===== src/rtl/add_seq_pkg.sv =====
// Shared definitions for the multi-precision adder sequencer: FSM state
// encoding, slice width, result flag bundle and the index-width helper.
package add_seq_pkg;

  localparam int SLICE_W = 16;

  typedef enum logic [1:0] {
    IDLE = 2'd0,
    RUN  = 2'd1,
    DONE = 2'd2
  } state_e;

  typedef struct packed {
    logic sign;
    logic zero;
    logic carry;
    logic parity;
    logic overflow;
  } flags_t;

  // Width of the slice index counter: clog2(words), never less than one bit
  function automatic int idxWidth(input int words);
    int w;
    w = 1;
    while ((1 << w) < words) w++;
    return w;
  endfunction

endpackage


===== src/rtl/add16_cin.sv =====
// 16-bit carry-lookahead adder slice with carry-in, built from four 4-bit
// lookahead groups plus a second-level lookahead unit across the groups.
module add16_cin (
  input  logic [15:0] x,
  input  logic [15:0] y,
  input  logic        cin,
  output logic [15:0] z,
  output logic        cout
);

  logic [15:0] p;
  logic [15:0] g;
  logic [15:0] c;
  logic [3:0]  gp;
  logic [3:0]  gg;
  logic [4:0]  gc;

  assign p = x ^ y;
  assign g = x & y;

  genvar k;
  generate
    for (k = 0; k < 4; k++) begin : gGroup
      // Group propagate/generate, then bit carries from the group carry-in
      assign gp[k] = &p[4*k +: 4];
      assign gg[k] = g[4*k+3]
                   | (p[4*k+3] & g[4*k+2])
                   | (p[4*k+3] & p[4*k+2] & g[4*k+1])
                   | (p[4*k+3] & p[4*k+2] & p[4*k+1] & g[4*k]);
      assign c[4*k]   = gc[k];
      assign c[4*k+1] = g[4*k] | (p[4*k] & gc[k]);
      assign c[4*k+2] = g[4*k+1] | (p[4*k+1] & g[4*k])
                      | (p[4*k+1] & p[4*k] & gc[k]);
      assign c[4*k+3] = g[4*k+2] | (p[4*k+2] & g[4*k+1])
                      | (p[4*k+2] & p[4*k+1] & g[4*k])
                      | (p[4*k+2] & p[4*k+1] & p[4*k] & gc[k]);
    end
  endgenerate

  // Second-level lookahead: every group carry-in straight from cin
  assign gc[0] = cin;
  assign gc[1] = gg[0] | (gp[0] & cin);
  assign gc[2] = gg[1] | (gp[1] & gg[0]) | (gp[1] & gp[0] & cin);
  assign gc[3] = gg[2] | (gp[2] & gg[1]) | (gp[2] & gp[1] & gg[0])
               | (gp[2] & gp[1] & gp[0] & cin);
  assign gc[4] = gg[3] | (gp[3] & gg[2]) | (gp[3] & gp[2] & gg[1])
               | (gp[3] & gp[2] & gp[1] & gg[0])
               | (gp[3] & gp[2] & gp[1] & gp[0] & cin);

  assign z    = p ^ c;
  assign cout = gc[4];

endmodule


===== src/rtl/add_seq_ctrl.sv =====
// Multi-precision adder sequencer: adds two WORDS x 16-bit operands through
// one shared 16-bit CLA slice, least significant word first, chaining the
// carry through a register. Produces sum plus sign/zero/carry/parity/overflow.
// Optional subtraction is enabled by defining the macro SUB_ADD_EN.
module add_seq_ctrl
  import add_seq_pkg::*;
#(
  parameter int WORDS = 2,
  localparam int W = SLICE_W * WORDS
) (
  input  logic         clk,
  input  logic         rst_n,
  input  logic         in_valid,
  output logic         in_ready,
  input  logic [W-1:0] a,
  input  logic [W-1:0] b,
  input  logic         sub,
  output logic         out_valid,
  input  logic         out_ready,
  output logic [W-1:0] sum,
  output logic         sign,
  output logic         zero,
  output logic         carry,
  output logic         parity,
  output logic         overflow,
  output logic         busy
);

  localparam int IW = idxWidth(WORDS);
  localparam logic [IW-1:0] LAST = IW'(WORDS - 1);

  state_e         state_q, state_d;
  logic [W-1:0]   a_q, a_d;
  logic [W-1:0]   b_q, b_d;
  logic [W-1:0]   sum_q, sum_d;
  logic [IW-1:0]  idx_q, idx_d;
  logic           creg_q, creg_d;
  logic           zacc_q, zacc_d;
  flags_t         flags_q, flags_d;

  logic           subEff;
  logic [15:0]    sliceX;
  logic [15:0]    sliceY;
  logic [15:0]    sliceZ;
  logic           sliceCout;
  logic [W-1:0]   sumNext;

`ifdef SUB_ADD_EN
  assign subEff = sub;
`else
  logic unusedSub;
  assign unusedSub = sub;
  assign subEff    = 1'b0;
`endif

  assign sliceX = a_q[int'(idx_q) * SLICE_W +: SLICE_W];
  assign sliceY = b_q[int'(idx_q) * SLICE_W +: SLICE_W];

  add16_cin uSlice (
    .x    (sliceX),
    .y    (sliceY),
    .cin  (creg_q),
    .z    (sliceZ),
    .cout (sliceCout)
  );

  // Sum as it will look once the current slice result is written back
  always_comb begin
    sumNext = sum_q;
    sumNext[int'(idx_q) * SLICE_W +: SLICE_W] = sliceZ;
  end

  // Next-state logic: accept in IDLE, one slice per cycle in RUN, hold in DONE
  always_comb begin
    state_d = state_q;
    a_d     = a_q;
    b_d     = b_q;
    sum_d   = sum_q;
    idx_d   = idx_q;
    creg_d  = creg_q;
    zacc_d  = zacc_q;
    flags_d = flags_q;
    case (state_q)
      IDLE: begin
        if (in_valid) begin
          a_d     = a;
          b_d     = subEff ? ~b : b;
          creg_d  = subEff;
          idx_d   = '0;
          zacc_d  = 1'b1;
          state_d = RUN;
        end
      end
      RUN: begin
        sum_d  = sumNext;
        creg_d = sliceCout;
        zacc_d = zacc_q & (sliceZ == 16'h0000);
        if (idx_q == LAST) begin
          flags_d.sign     = sumNext[W-1];
          flags_d.zero     = zacc_q & (sliceZ == 16'h0000);
          flags_d.carry    = sliceCout;
          flags_d.parity   = ~^sumNext;
          flags_d.overflow = (a_q[W-1] & b_q[W-1] & ~sumNext[W-1])
                           | (~a_q[W-1] & ~b_q[W-1] & sumNext[W-1]);
          state_d          = DONE;
        end else begin
          idx_d = idx_q + IW'(1);
        end
      end
      DONE: begin
        if (out_ready) state_d = IDLE;
      end
      default: state_d = IDLE;
    endcase
  end

  // State and datapath registers with synchronous active-low clear
  always_ff @(posedge clk) begin
    if (!rst_n) begin
      state_q <= IDLE;
      a_q     <= '0;
      b_q     <= '0;
      sum_q   <= '0;
      idx_q   <= '0;
      creg_q  <= 1'b0;
      zacc_q  <= 1'b0;
      flags_q <= '0;
    end else begin
      state_q <= state_d;
      a_q     <= a_d;
      b_q     <= b_d;
      sum_q   <= sum_d;
      idx_q   <= idx_d;
      creg_q  <= creg_d;
      zacc_q  <= zacc_d;
      flags_q <= flags_d;
    end
  end

  assign in_ready  = (state_q == IDLE);
  assign busy      = (state_q == RUN);
  assign out_valid = (state_q == DONE);
  assign sum       = sum_q;
  assign sign      = flags_q.sign;
  assign zero      = flags_q.zero;
  assign carry     = flags_q.carry;
  assign parity    = flags_q.parity;
  assign overflow  = flags_q.overflow;

endmodule

===== config.mk =====
export PLATFORM = sky130hd
export DESIGN_NAME = add_seq_ctrl
export DESIGN_NICKNAME = d
export VERILOG_FILES = /design/src/rtl/add_seq_pkg.sv /design/src/rtl/add16_cin.sv /design/src/rtl/add_seq_ctrl.sv
export SDC_FILE = /design/constraint.sdc
export NUM_CORES = 1
export LEC_CHECK = 0
export BUFFER_PORTS_ARGS = -buffer_cell sky130_fd_sc_hd__clkbuf_2
export CAP_MARGIN = 5
export CORE_MARGIN = 10
export CORE_UTILIZATION = 35
export DETAILED_ROUTE_END_ITERATION = 10
export PLACE_DENSITY = 0.57
export SLEW_MARGIN = 20
export SYNTH_ARGS = -nofsm -noshare
export SYNTH_HDL_FRONTEND = slang
export SYNTH_SLANG_ARGS = --single-unit

===== constraint.sdc =====
create_clock -name clk -period 5.25 [get_ports clk]
set_input_delay 0 -clock clk [delete_from_list [all_inputs] [get_ports clk]]
set_output_delay 0 -clock clk [all_outputs]
set_load 0.02 [all_outputs]

Word level (Yosys, flattened, before mapping)

Index checks and enable logic that the tools add are counted.

Bitwise logic cells: 130
Eq/ne operators: 5
Reductions and logical operators: 12
Multiplexer cells: 11
Order comparisons: 0
Shift operators: 4
Multiply operators: 0
Add/subtract/negate cells: 2
Divide/modulo/power cells: 0

Operator list:

| kind                                                                      | count |
|---|---|
| 1-bit AND                                                                 | 77 |
| 32-bit by 6-bit variable part select with 16-bit output                   | 2 |
| 1-bit OR                                                                  | 47 |
| 5-bit negation with 33-bit output                                         | 1 |
| 16-bit by 33-bit variable shift with 32-bit output (first input constant) | 1 |
| 16-bit by 33-bit variable part select with 32-bit output                  | 1 |
| 32-bit bitwise mux                                                        | 1 |
| 32-bit XNOR reduction                                                     | 1 |
| 16-bit XOR                                                                | 2 |
| 16-bit AND                                                                | 1 |
| 16-bit logical NOT                                                        | 1 |
| 4-bit AND reduction                                                       | 4 |
| 2-bit two-way mux                                                         | 3 |
| 1-bit case mux with 2 select lines                                        | 3 |
| 2-bit case mux with 3 select lines                                        | 1 |
| 2-bit AND reduction                                                       | 3 |
| 2-bit by 1-bit inequality test with 1-bit output (second input constant)  | 2 |
| 1-bit two-way mux                                                         | 3 |
| 1-bit inverter                                                            | 3 |
| 3-bit AND reduction                                                       | 1 |
| 2-bit by 1-bit == test with 1-bit output (second input constant)          | 1 |
| 2-bit == test (second input constant)                                     | 1 |
| 2-bit logical NOT                                                         | 1 |
| 2-bit inequality test (second input constant)                             | 1 |
| 2 further kinds                                                           | 2 |

Latch bits: 0
Output and inout port bits: 40
Memory bits (writable): 0
ROM bits: 0
Input bits: 69
Memories kept: 0
Flip-flop bits (word level): 106
Logic and storage cells: 176

Depth between registers and ports, before layout

Depth after elaboration: 18
Gate-level depth with buffers: 21
Mapped depth without buffers: 19

Cells and area by module

A second synthesis with hierarchy kept.

Cells, all modules: 608
Area, all modules: 5218.8 sq um

Modules (own cells, without submodules):

| module       | seq. area each (sq um) | area each (sq um) | cells an instance | times used |
|---|---|---|---|---|
| add_seq_ctrl | 2122.0                 | 4571.9            | 535               | 1 |
| add16_cin    | 0.0                    | 646.9             | 73                | 1 |

Worst setup path after synthesis

OpenSTA, ideal clock, no wires.

Path type: register -> register
Start: register idx_q
End: register flags_q, in the netlist parity
Path slack: 0.320 ns
Data arrival time: 4.868 ns
Buffers on the path: 2
Cell stages (with the launch flop): 21
Required time: 5.188 ns
Clock period less this slack: 4.930 ns
Setup time: 0.062 ns
Path through: dfxtp_1 > clkbuf_8 > clkbuf_1 > mux2_2 > ha_1 > a21o_1 > a21oi_1 > and2_1 > o21ai_4 > and4_1 > a21oi_1 > fa_1 > xnor2_1 > xnor2_1 > xnor2_1 > xnor2_1 > xnor2_1 > xnor3_2 > xnor3_1 > or4_1 > nand3_1

Longest elaborated chain between the ends: 16
Elaborated cells between the ends (all ways): 113
Classes of those cells: add/sub (1); shift (4); mux (1); bitwise (102); reduce/logical (5)

RTL lines:

| element                                                                    | line                                              | source |
|---|---|---|
| start: declaration                                                         | add_seq_ctrl.sv:36                                | `logic [IW-1:0] idx_q, idx_d;` |
| start signal: assignment                                                   | add_seq_ctrl.sv:133                               | `idx_q <= idx_d;` |
| 32-bit by 6-bit variable part select with 16-bit output (on tied branches) | add_seq_ctrl.sv:56, add_seq_ctrl.sv:57            |  |
| 16-bit XOR / 16-bit AND (equally long branches)                            | add16_cin.sv:18, add16_cin.sv:19                  |  |
| 1-bit AND (on tied branches)                                               | add16_cin.sv:27, add16_cin.sv:28, add16_cin.sv:29 |  |
| 1-bit OR, or another cell as far along                                     | add16_cin.sv:27                                   | `\| (p[4*k+3] & g[4*k+2])` |
| 1-bit OR / 1-bit AND (equally long branches)                               | add16_cin.sv:28, add16_cin.sv:29                  |  |
| 1-bit OR                                                                   | add16_cin.sv:29                                   | `\| (p[4*k+3] & p[4*k+2] & p[4*k+1] & g[4*k]);` |
| 1-bit AND                                                                  | add16_cin.sv:44                                   | `assign gc[3] = gg[2] \| (gp[2] & gg[1]) \| (gp[2] & gp[1] & gg[0])` |
| 1-bit OR (2 in series)                                                     | add16_cin.sv:44                                   |  |
| 1-bit OR                                                                   | add16_cin.sv:45                                   | `\| (gp[2] & gp[1] & gp[0] & cin);` |
| 1-bit AND (on tied branches)                                               | add16_cin.sv:31, add16_cin.sv:33, add16_cin.sv:36 |  |
| 1-bit OR (on tied branches)                                                | add16_cin.sv:31, add16_cin.sv:33, add16_cin.sv:36 |  |
| 16-bit XOR                                                                 | add16_cin.sv:50                                   | `assign z = p ^ c;` |
| 16-bit by 33-bit variable part select with 32-bit output                   | add_seq_ctrl.sv:70                                | `sumNext[int'(idx_q) * SLICE_W +: SLICE_W] = sliceZ;` |
| 32-bit bitwise mux                                                         | add_seq_ctrl.sv:70                                |  |
| 32-bit XNOR reduction                                                      | add_seq_ctrl.sv:102                               | `flags_d.parity = ~^sumNext;` |
| end signal: assignment                                                     | add_seq_ctrl.sv:136                               | `flags_q <= flags_d;` |
| end: declaration                                                           | add_seq_ctrl.sv:39                                | `flags_t flags_q, flags_d;` |

Parallel ways exist; a longest one is shown, timed or not.
A chain may end at the register's enable or synchronous reset.

Final worst setup path

Same ends and word-level chain as after synthesis.

==> results.md <==
- Routed len/inst: 15.34 um
- Yosys reg bits: 106
- Worst-path clk slew: 0.07 ns
- Final core occ: 0.4714
- Avg Inst Size Synth: 8.351 um^2
- Gr usage total: 0.1444
- Detailed Route Iter0 Violations: 213
- Cell Count Post-Placement: 886
- Site Rows: 44
- Synth Cell Area: 0.005211 mm^2
- Antenna violations before repair: 0
- P per Cell Area: 321.5 mW/mm^2
- Avg Vias per Cell: 4.837
- RSZ-0062 raised after global routing: false
- Final HPWL from detailed placement: 10490 um
- Syn Nets: 713
- Rel. slew slack: 0.3009
- Total Neg Setup Slack: 0 ns
- Ys Warns: 0
- CTS H-Tree Depth: 3
- Worst Hold Class: in -> reg
- Pin count of the biggest net entering global routing: 68
- Post-synth cell types: 51
- Core Area: 0.01459 mm^2
- Via count: 4682
- Async SR Flop Fraction: 0
- Maximum vdd drop: 0.2295 mV
- Hold Vio Cnt, Final: 0
- I/O pin cnt: 109
- Starting Density: 0.3572
- Final min period: 4.830 ns
- Routed WL: 14850 um
- ANT nets after route: 0
- Status: finished clean
- Vias in the first global route: 4714
- Max capacitance violation total: 0
- Total grt overflow: 0
- Root buffer cell: clkbuf_16
- Worst Setup End Kind: flop
- Fillers: 1395
- Post-route insts no fill: 968
- LEAKAGE: 2.927 nW
- Worst-Margin Slew: 1.045 ns
- Share of cells above drive strength 1: 0.2194
- Maximum fanout along the worst path: 21
- Clock Skew: 0.004805 ns
- Final worst-path cycle share: 0.9200
- Synth Flop Type: dfxtp_1
- Setup Crit Path Kind: reg -> reg
- Post-Syn Instances: 624
- Detailed Routing Iterations Pass 1: 4
- Maximum buffer depth of the clock tree: 2
- CTS tree: yes
- Final Worst Setup Slack: 0.4201 ns
- Die width: 142.0 um
- IO Port Bufs: 107
- Global placement routability congestion: 0.8474
- Fmax: 207.0 MHz
- Worst EP required: 5.55 ns
- Pre-CTS setup slack: 0.4197 ns
- # setup viols final: 0
- Skew-Pair Late Insertion Delay: 0.35 ns
- Die area: 0.02017 mm^2
- First-pass GRT wire length: 23800 um
- Worst reg2reg setup slack: 0.42 ns
- N_diodes: 0
- WP data arrival: 5.13 ns
- DRC: 0
- Final Power: 2.211 mW
- Seq/Total Area, Yosys: 0.4072
- Pins Over Slew Limit: 0
- Final #Nets: 868
- Post-synth EDFFs: 0
- Chip height: 142.0 um
- Area Overhead vs Synth: 31.96%
- CP startpoint kind: flop
- Total CTS buffers: 9
- Resized cells post-CTS: 0
- Clock Sink Count: 106
worst max-delay path: stages (launching register included):
cell and delay [ns]:
dfxtp_2 0.50, buf_12 0.22, mux2_2 0.35, ha_1 0.34, a21oi_1 0.18, o21bai_1 0.07, a21oi_1 0.23, o21ai_4 0.08
and4_1 0.24, a21oi_1 0.19, fa_1 0.52, xnor2_1 0.21, xnor2_1 0.15, xnor2_1 0.15, xnor2_1 0.15, xnor2_1 0.15
xnor3_2 0.26, xnor3_1 0.20, or4_1 0.47, nand3_1 0.09
worst paths after layout:
path | start | to | cells past startpoint
setup reg to reg | idx_q | parity | 19
setup / recovery | idx_q | parity | 19
hold reg to reg | b_q[16] | b_q[16] | 2
hold / removal | in_valid | b_q[10] | 4
area by class of cell:
type                    count  area [um^2]  share of cell area
clock buffers               9        225.2             0.03275
clock inverters             7        102.6             0.01492
inverters                   9        33.78            0.004913
multi-input cells         473         2900              0.4218
flip-flops and latches    106         2123              0.3088
well taps                 184        230.2             0.03348
repair buffers            180         1261              0.1834
cells by family (layout without fill, tap and decap cells):
family | count (synthesis) | count (layout) | synth area share
fa+ha+maj | 20 | 20 | 0.05378
flops | 106 | 106 | 0.4072
mux | 33 | 33 | 0.07011
simple gates | 239 | 239 | 0.1978
compound gates | 134 | 134 | 0.1455
xor+xnor | 47 | 47 | 0.08740
buf+inv | 45 | 205 | 0.03818
placed cells by master (no fill, tap or decap), drive strengths merged, types with 2 or more instances in the layout:
cell,n
xnor2,36
and2,6
nor3b,2
dlygate4sd3,66
bufinv,2
mux2i,5
nor3,6
nand4,5
nor2,26
buf,7
a221o,2
nand2,171
dfxtp,106
a211oi,9
or3,2
a21o,6
mux2,28
clkbuf,116
inv,10
xnor3,3
xor2,8
or2,2
fa,4
o21ai,6
a21oi,103
nor2b,3
nor4bb,2
nand2b,3
nand3,7
clkinv,3
ha,16
o21a,2
per-stage QoR:
step | instance area (um^2) | hold slack [ns]
after floorplan | 5211 | 0.1360
after global placement | 5882 | 0.2255
after detailed placement | 5887 | 0.2293
after CTS | 6875 | 0.3953
after global routing | 6877 | 0.3569
final | 6877 | 0.3272
routing by layer:
layer | track usage | vias up | wire length, um
met3 | 0.05240 | 7 | 1010
met4 | 0.02636 | 0 | 84
met5 | 0 | - | 0
met2 | 0.2145 | 123 | 6433
met1 | 0.1973 | 2146 | 7322
li1 | - | 2406 | -
where the power goes:
group / total [mW] / switching [mW] / internal [mW]
combinational: 0.587 / 0.305 / 0.281
sequential: 0.887 / 0.0342 / 0.853
clock: 0.737 / 0.315 / 0.422
total: 2.21 / 0.654 / 1.56
synth_stat cells, types with 3 or more instances:
master,count,area (um^2)
ha_1,16,200.2
buf_1,5,18.77
nand4_1,5,31.28
a21oi_1,103,515.5
dfxtp_1,106,2122
xor2_1,8,70.07
nor2b_1,3,18.77
a211oi_1,8,60.06
nand2b_1,3,18.77
nand2_1,171,641.9
nor2_1,25,93.84
clkbuf_8,3,41.29
xnor2_1,36,315.3
a21o_1,6,45.04
clkbuf_1,28,105.1
o21ai_0,4,20.02
nor3_1,6,30.03
inv_1,7,26.28
mux2i_1,5,50.05
and2_1,4,25.02
mux2_2,28,315.3
nand3_1,7,35.03
fa_1,4,80.08
registers in the layout (all words and copies together) (netlist names):
| signal | flops |
|---|---|
| a_q | 32 |
| b_q | 32 |
| sum | 32 |
| state_q | 2 |
| carry | 1 |
| creg_q | 1 |
| idx_q | 1 |
| overflow | 1 |
| parity | 1 |
| sign | 1 |
| zacc_q | 1 |
| zero | 1 |
repair_timing:
| action | CTS | global route |
|---|---|---|
| setup buffers | 0 | 0 |
| hold endpoints to repair | 66 | 0 |
| hold buffers | 66 | 0 |
(Power assumes the default switching activity.)
